$ cat config.mk
export PLATFORM = sky130hd
export DESIGN_NAME = mcpu_core
export DESIGN_NICKNAME = d
export VERILOG_FILES = /design/src/rtl/mcpu_pkg.sv /design/src/rtl/mcpu_regfile.sv /design/src/rtl/mcpu_core.sv
export SDC_FILE = /design/constraint.sdc
export NUM_CORES = 1
export LEC_CHECK = 0
export CORE_UTILIZATION = 50
export CTS_BUF_LIST = sky130_fd_sc_hd__clkbuf_8
export CTS_CLUSTER_SIZE = 12
export DETAILED_ROUTE_END_ITERATION = 12
export GPL_TIMING_DRIVEN = 0
export PLACE_DENSITY = 0.74
export SLEW_MARGIN = 30
export SYNTH_ARGS = -nofsm -noshare
export SYNTH_HDL_FRONTEND = slang
export SYNTH_SLANG_ARGS = --single-unit
$ cat constraint.sdc
create_clock -name clk -period 11.1 [get_ports clk]
set_input_delay 1.11 -clock clk [delete_from_list [all_inputs] [get_ports clk]]
set_output_delay 1.11 -clock clk [all_outputs]
set_load 0.02 [all_outputs]
$ cat src/rtl/mcpu_pkg.sv
// mcpu_pkg: shared types and encoding constants for the mcpu_core multicycle CPU.
// Holds the controller state enum, opcode/op/shift codes and instruction field positions.
package mcpu_pkg;

   typedef enum logic [2:0] {
      S_WAIT      = 3'd0,
      S_DECODE    = 3'd1,
      S_WRITE_IMM = 3'd2,
      S_GET_A     = 3'd3,
      S_GET_B     = 3'd4,
      S_EXEC      = 3'd5,
      S_WRITE_REG = 3'd6,
      S_HALT      = 3'd7
   } state_t;

   localparam logic [2:0] OPC_MOV = 3'b110;
   localparam logic [2:0] OPC_ALU = 3'b101;

   localparam logic [1:0] OP_MOV_REG = 2'b00;
   localparam logic [1:0] OP_MOV_IMM = 2'b10;
   localparam logic [1:0] OP_ADD     = 2'b00;
   localparam logic [1:0] OP_CMP     = 2'b01;
   localparam logic [1:0] OP_AND     = 2'b10;
   localparam logic [1:0] OP_MVN     = 2'b11;

   localparam logic [1:0] SH_NONE = 2'b00;
   localparam logic [1:0] SH_LSL  = 2'b01;
   localparam logic [1:0] SH_LSR  = 2'b10;
   localparam logic [1:0] SH_ASR  = 2'b11;

   localparam int OPC_LSB = 13;
   localparam int OP_LSB  = 11;
   localparam int RN_LSB  = 8;
   localparam int RD_LSB  = 5;
   localparam int SH_LSB  = 3;
   localparam int RM_LSB  = 0;

endpackage

$ cat src/rtl/mcpu_regfile.sv
// mcpu_regfile: 8 x DATA_W register file, one synchronous write port,
// combinational datapath read (raddr_i/rdata_o) and debug read (dbg_sel_i/dbg_data_o).
module mcpu_regfile #(
   parameter int DATA_W = 16
) (
   input  logic              clk,
   input  logic              reset,
   input  logic              we_i,
   input  logic [2:0]        waddr_i,
   input  logic [DATA_W-1:0] wdata_i,
   input  logic [2:0]        raddr_i,
   output logic [DATA_W-1:0] rdata_o,
   input  logic [2:0]        dbg_sel_i,
   output logic [DATA_W-1:0] dbg_data_o
);

   logic [DATA_W-1:0] regs_q [8];

   always_ff @(posedge clk) begin
      if (reset) begin
         for (int i = 0; i < 8; i++) regs_q[i] <= '0;
      end else if (we_i) begin
         regs_q[waddr_i] <= wdata_i;
      end
   end

   assign rdata_o    = regs_q[raddr_i];
   assign dbg_data_o = regs_q[dbg_sel_i];

endmodule

$ cat src/rtl/mcpu_core.sv
// mcpu_core: multicycle 16-bit-instruction CPU (IR, controller FSM, regfile, shifter, ALU, NZV).
// Ports: clk, reset, load, s, in -> out (C), N/Z/V, w, dbg_sel/dbg_data, illegal. Macro: MCPU_ILLEGAL_TRAP_EN.
module mcpu_core
   import mcpu_pkg::*;
#(
   parameter int DATA_W = 16
) (
   input  logic              clk,
   input  logic              reset,
   input  logic              load,
   input  logic              s,
   input  logic [15:0]       in,
   output logic [DATA_W-1:0] out,
   output logic              N,
   output logic              Z,
   output logic              V,
   output logic              w,
   input  logic [2:0]        dbg_sel,
   output logic [DATA_W-1:0] dbg_data,
   output logic              illegal
);

   state_t            state_q, state_d;
   logic [15:0]       ir_q;
   logic [DATA_W-1:0] a_q, b_q, c_q;
   logic              n_q, z_q, v_q;

   logic [2:0] opc, rn, rd, rm;
   logic [1:0] op, sh;
   assign opc = ir_q[OPC_LSB +: 3];
   assign op  = ir_q[OP_LSB +: 2];
   assign rn  = ir_q[RN_LSB +: 3];
   assign rd  = ir_q[RD_LSB +: 3];
   assign sh  = ir_q[SH_LSB +: 2];
   assign rm  = ir_q[RM_LSB +: 3];

   logic is_mov_imm, is_mov_reg, is_alu, is_cmp, is_mvn, legal;
   assign is_mov_imm = (opc == OPC_MOV) && (op == OP_MOV_IMM);
   assign is_mov_reg = (opc == OPC_MOV) && (op == OP_MOV_REG);
   assign is_alu     = (opc == OPC_ALU);
   assign is_cmp     = is_alu && (op == OP_CMP);
   assign is_mvn     = is_alu && (op == OP_MVN);
   assign legal      = is_mov_imm || is_mov_reg || is_alu;

   logic [DATA_W-1:0] sximm;
   assign sximm = {{(DATA_W-8){ir_q[7]}}, ir_q[7:0]};

   logic              rf_we;
   logic [2:0]        rf_waddr, rf_raddr;
   logic [DATA_W-1:0] rf_wdata, rf_rdata;

   assign rf_we    = (state_q == S_WRITE_IMM) || (state_q == S_WRITE_REG);
   assign rf_waddr = (state_q == S_WRITE_IMM) ? rn : rd;
   assign rf_wdata = (state_q == S_WRITE_IMM) ? sximm : c_q;
   assign rf_raddr = (state_q == S_GET_A) ? rn : rm;

   mcpu_regfile #(.DATA_W(DATA_W)) u_rf (
      .clk        (clk),
      .reset      (reset),
      .we_i       (rf_we),
      .waddr_i    (rf_waddr),
      .wdata_i    (rf_wdata),
      .raddr_i    (rf_raddr),
      .rdata_o    (rf_rdata),
      .dbg_sel_i  (dbg_sel),
      .dbg_data_o (dbg_data)
   );

   logic [DATA_W-1:0] b_sh, a_op, alu_r;
   logic              alu_v;

   always_comb begin
      b_sh = b_q;
      unique case (sh)
         SH_NONE: b_sh = b_q;
         SH_LSL:  b_sh = b_q << 1;
         SH_LSR:  b_sh = b_q >> 1;
         SH_ASR:  b_sh = {b_q[DATA_W-1], b_q[DATA_W-1:1]};
      endcase
   end

   // MOV reg reuses the ADD path with a zero A operand; A is never loaded for it.
   assign a_op = (opc == OPC_MOV) ? '0 : a_q;

   always_comb begin
      alu_r = '0;
      unique case (op)
         OP_ADD: alu_r = a_op + b_sh;
         OP_CMP: alu_r = a_op - b_sh;
         OP_AND: alu_r = a_op & b_sh;
         OP_MVN: alu_r = ~b_sh;
      endcase
   end

   assign alu_v = (a_op[DATA_W-1] != b_sh[DATA_W-1]) &&
                  (alu_r[DATA_W-1] != a_op[DATA_W-1]);

   always_comb begin
      state_d = state_q;
      unique case (state_q)
         S_WAIT:      if (s) state_d = S_DECODE;
         S_DECODE: begin
            if (is_mov_imm)                state_d = S_WRITE_IMM;
            else if (is_mov_reg || is_mvn) state_d = S_GET_B;
            else if (is_alu)               state_d = S_GET_A;
`ifdef MCPU_ILLEGAL_TRAP_EN
            else                           state_d = S_HALT;
`else
            else                           state_d = S_WAIT;
`endif
         end
         S_WRITE_IMM: state_d = S_WAIT;
         S_GET_A:     state_d = S_GET_B;
         S_GET_B:     state_d = S_EXEC;
         S_EXEC:      state_d = is_cmp ? S_WAIT : S_WRITE_REG;
         S_WRITE_REG: state_d = S_WAIT;
`ifdef MCPU_ILLEGAL_TRAP_EN
         S_HALT:      state_d = S_HALT;
`else
         S_HALT:      state_d = S_WAIT;
`endif
      endcase
   end

   always_ff @(posedge clk) begin
      if (reset) begin
         state_q <= S_WAIT;
         ir_q    <= '0;
         a_q     <= '0;
         b_q     <= '0;
         c_q     <= '0;
         n_q     <= 1'b0;
         z_q     <= 1'b0;
         v_q     <= 1'b0;
      end else begin
         state_q <= state_d;
         if (state_q == S_WAIT && load) ir_q <= in;
         if (state_q == S_GET_A) a_q <= rf_rdata;
         if (state_q == S_GET_B) b_q <= rf_rdata;
         if (state_q == S_EXEC) begin
            if (is_cmp) begin
               n_q <= alu_r[DATA_W-1];
               z_q <= (alu_r == '0);
               v_q <= alu_v;
            end else begin
               c_q <= alu_r;
            end
         end
      end
   end

`ifdef MCPU_ILLEGAL_TRAP_EN
   logic illegal_q;
   always_ff @(posedge clk) begin
      if (reset) illegal_q <= 1'b0;
      else if (state_q == S_DECODE && !legal) illegal_q <= 1'b1;
   end
   assign illegal = illegal_q;
`else
   assign illegal = 1'b0;
`endif

   assign out = c_q;
   assign N   = n_q;
   assign Z   = z_q;
   assign V   = v_q;
   assign w   = (state_q == S_WAIT);

endmodule
==> impl_metrics.yaml <==
worst_setup_path:
  critPathMaxStageDelay_ns: 0.75
  crit_chain: "clkbuf_1 > buf_1 > mux4_2 > mux2_2 > clkdlybuf4s50_1"
  cp_max_fo: 10
  crit_arrival_ns: 3.65
  setup.worst_path.end_class: "primary output"
  startpoint_type: "input pin"
  cp.required_ns: 9.99
  cp_slowest_cell: "buf_1"
  worstSetupPathType: "input pin to primary output"
cells_and_area:
  nets: 1318
  area_growth_pct: 11.56
  stdcell_area_um2: 12700
  nFillCells: 1922
  layout-drive-gt1-share: 0.09775
  n_antenna_cell: 0
place:
  gp_congestion: 0.9548
  placed_cell_area_um2: 12290
  dp_slack_ns: 6.329
  place_hpwl_um: 25510
  port_buffers: 55
power_and_ir_drop:
  leakagePower_nw: 4.313
  clock_power_share: 0.302
  irDropWorstVdd_mv: 0.08505
  switching_share: 0.3070
  comb_power_share: 0.177
  seqPwrFrac: 0.521
  p_int_mw: 1.087
  switching_power_mw: 0.4817
  power_density_nw_per_um2: 123.5
synthesis:
  synth_nets: 1244
  syn_inst: 1202
  async_reset_ff_frac: 0
  ys_seq_area_frac: 0.4608
  synth_edf_count: 128
  synth_area_per_cell_um2: 9.469
  ys_seq_elements: 198
  synth_cell_types: 73
  netlist_area_um2: 11380
  synth_ff_type: "edfxtp_1"
  ys_warn_count: 0
routing:
  routed_wl_um: 32300
  vias: 9563
  dr.pass1.iters: 7
  drc: 0
  viasPerCell: 6.095
  drt_first_iter_violations: 1039
  post_drt_wl_per_cell_um: 20.58
  antenna_left: 0
run_status:
  run_status: "finished clean"
clock_tree:
  cts_tree: "built"
  cts_resized: 0
  cts.sinks: 198
  post_cts_buffers: 0
  ctsHoldBuffers: 0
  root_buffer: "clkbuf_8"
  clk_pin_slew_worst_paths_ns: 0.11
  cts-buffers-inserted: 17
  clock_latency_ns: 0.50
  cts-htree-levels: 4
  clockBufferDepth: 2
sta:
  tightest_slew_ns: 0.9765
  finalSetupTns_ns: 0
  finalMaxSlewViolations: 0
  finClkSkew_ns: 0.02644
  finalHoldViolations: 0
  maxSlewHeadroom: 0.3304
  whs_ns: 0.4873
  post-route-min-period_ns: 4.758
  fmax_ghz: 0.2102
  setup_ws_ns: 6.342
  rsz0062_at_grt: "false"
  setup_viol: 0
  timing.final.crit_share: 0.4286
floorplanning:
  io_pins: 60
  core-area_um2: 22090
  die_h_um: 152.9
  start_util: 0.5152
  die_w_um: 152.9
  rows: 54
  die-area_um2: 23370
run:
  max_cap_violations: 0
global_route:
  grt_remaining_overflow: 0
  grt_max_degree: 22
  grt_pass1_wl_um: 50840
  grt_use_met2: 0.4773
  grt_usage: 0.2833
  met3_usage: 0.04593
  first_global_vias: 9109
  antenna_found_initial: 0
  busiest_layer: "met2"
  use_met1: 0.3730
hold_path:
  hold_path.class: "register to register"
-- worst max-delay path: cells and delay by family --
kind / cells / cell delay, ns
multiplexers: 2 / 0.93
buffers and inverters: 3 / 1.60
-- cells by family after synthesis --
| kind of cell | Yosys count | synth area share |
|---|---|---|
| fa+ha+maj | 19 | 0.02155 |
| xor+xnor | 27 | 0.02078 |
| compound gates | 210 | 0.1266 |
| buf+inv | 95 | 0.03452 |
| flops | 198 | 0.4608 |
| other cells | 1 | 0.0003295 |
| mux | 87 | 0.1193 |
| simple gates | 565 | 0.2161 |
-- final cells by class --
class | count | area, um^2 | share of cell area
Multi-Input combinational cell | 909 | 5758 | 0.4534
Sequential cell | 198 | 5245 | 0.4130
Tap cell | 280 | 350.3 | 0.02759
Clock buffer | 17 | 234.0 | 0.01843
Inverter | 12 | 45.04 | 0.003547
Clock inverter | 15 | 167.7 | 0.01320
Timing Repair Buffer | 55 | 550.5 | 0.04335
Buffer | 83 | 347.8 | 0.02739
-- worst paths after layout --
kind                          to                  start  cells after the start  slack (ns)
setup / recovery     dbg_data[2]             dbg_sel[1]                      5        6.34
hold reg to reg   V$_SDFFE_PP0P_         V$_SDFFE_PP0P_                      1        0.49
hold / removal    V$_SDFFE_PP0P_         V$_SDFFE_PP0P_                      1        0.49
setup reg to reg  Z$_SDFFE_PP0P_  ir_q[11]$_SDFFE_PP0P_                     17        6.71
-- power by group through the flow --
| stage | Combinational, mW | Sequential [mW] | Clock [mW] |
|---|---|---|---|
| final | 0.278 | 0.818 | 0.473 |
| after detailed placement | 0.271 | 0.833 | 0 |
| after global routing | 0.298 | 0.821 | 0.500 |
| after global placement | 0.269 | 0.832 | 0 |
| after CTS | 0.273 | 0.817 | 0.475 |
| after floorplan | 0.194 | 0.827 | 0 |
-- flip-flops by register name, summed over array words and instances (netlist names) --
name,flops
out,16
b_q,16
ir_q,16
Z,1
u_rf.regs_q,128
N,1
a_q,16
state_q,3
V,1
-- metrics by stage --
step                cells  utilization  total power [mW]
finish               1569       0.5748             1.569
global route         1569       0.5748             1.619
CTS                  1569       0.5745             1.566
floorplan            1202            -             1.021
detailed placement   1537       0.5563             1.105
global placement     1537       0.5560             1.101
-- cell usage in the layout (no fill, tap or decap), drive strengths merged, types with 4 or more instances in the layout --
cell	instances
and2	19
a21oi	64
buf	23
edfxtp	128
o211ai	5
nand2	209
inv	20
nor2b	6
a211oi	45
a22oi	4
mux2	31
nand2b	23
clkbuf	77
clkdlybuf4s50	55
nor3	10
clkinv	7
nand3	44
xnor2	15
nor2	210
a21o	4
o21ai	18
nand3b	5
dfxtp	70
mux2i	24
a311oi	16
xor2	12
mux4	32
a31oi	21
and3	22
ha	18
nor3b	4
o211a	4
-- cells in the mapped netlist (all sizes together), types with 6 or more instances --
library cell    n  area [um^2]
nand3          44        220.2
edfxtp        128         3844
ha             18        225.2
xnor2          15        131.4
and2           19        118.9
dfxtp          70         1401
o21ai          18        90.09
a211oi         45        342.8
mux4           32        720.7
nor2b           6        37.54
mux2i          24        276.5
mux2           31        360.3
clkbuf         60        225.2
inv            12        45.04
a31oi          21        131.4
nand2b         23        143.9
nor2          210        790.8
and3           22        137.6
nor3           10        50.05
a311oi         16        140.1
a21oi          64        327.8
xor2           12        105.1
buf            23        122.6
nand2         209        784.5
-- routing by layer --
layer / part of all wire / up-vias / wire (um)
met1: 0.40 / 4575 / 13070
met4: 0.024 / 0 / 772
li1: - / 4452 / -
met2: 0.49 / 480 / 15710
met3: 0.085 / 56 / 2746
met5: 0 / - / 0
No activity file was read; power rests on OpenSTA's default activity.
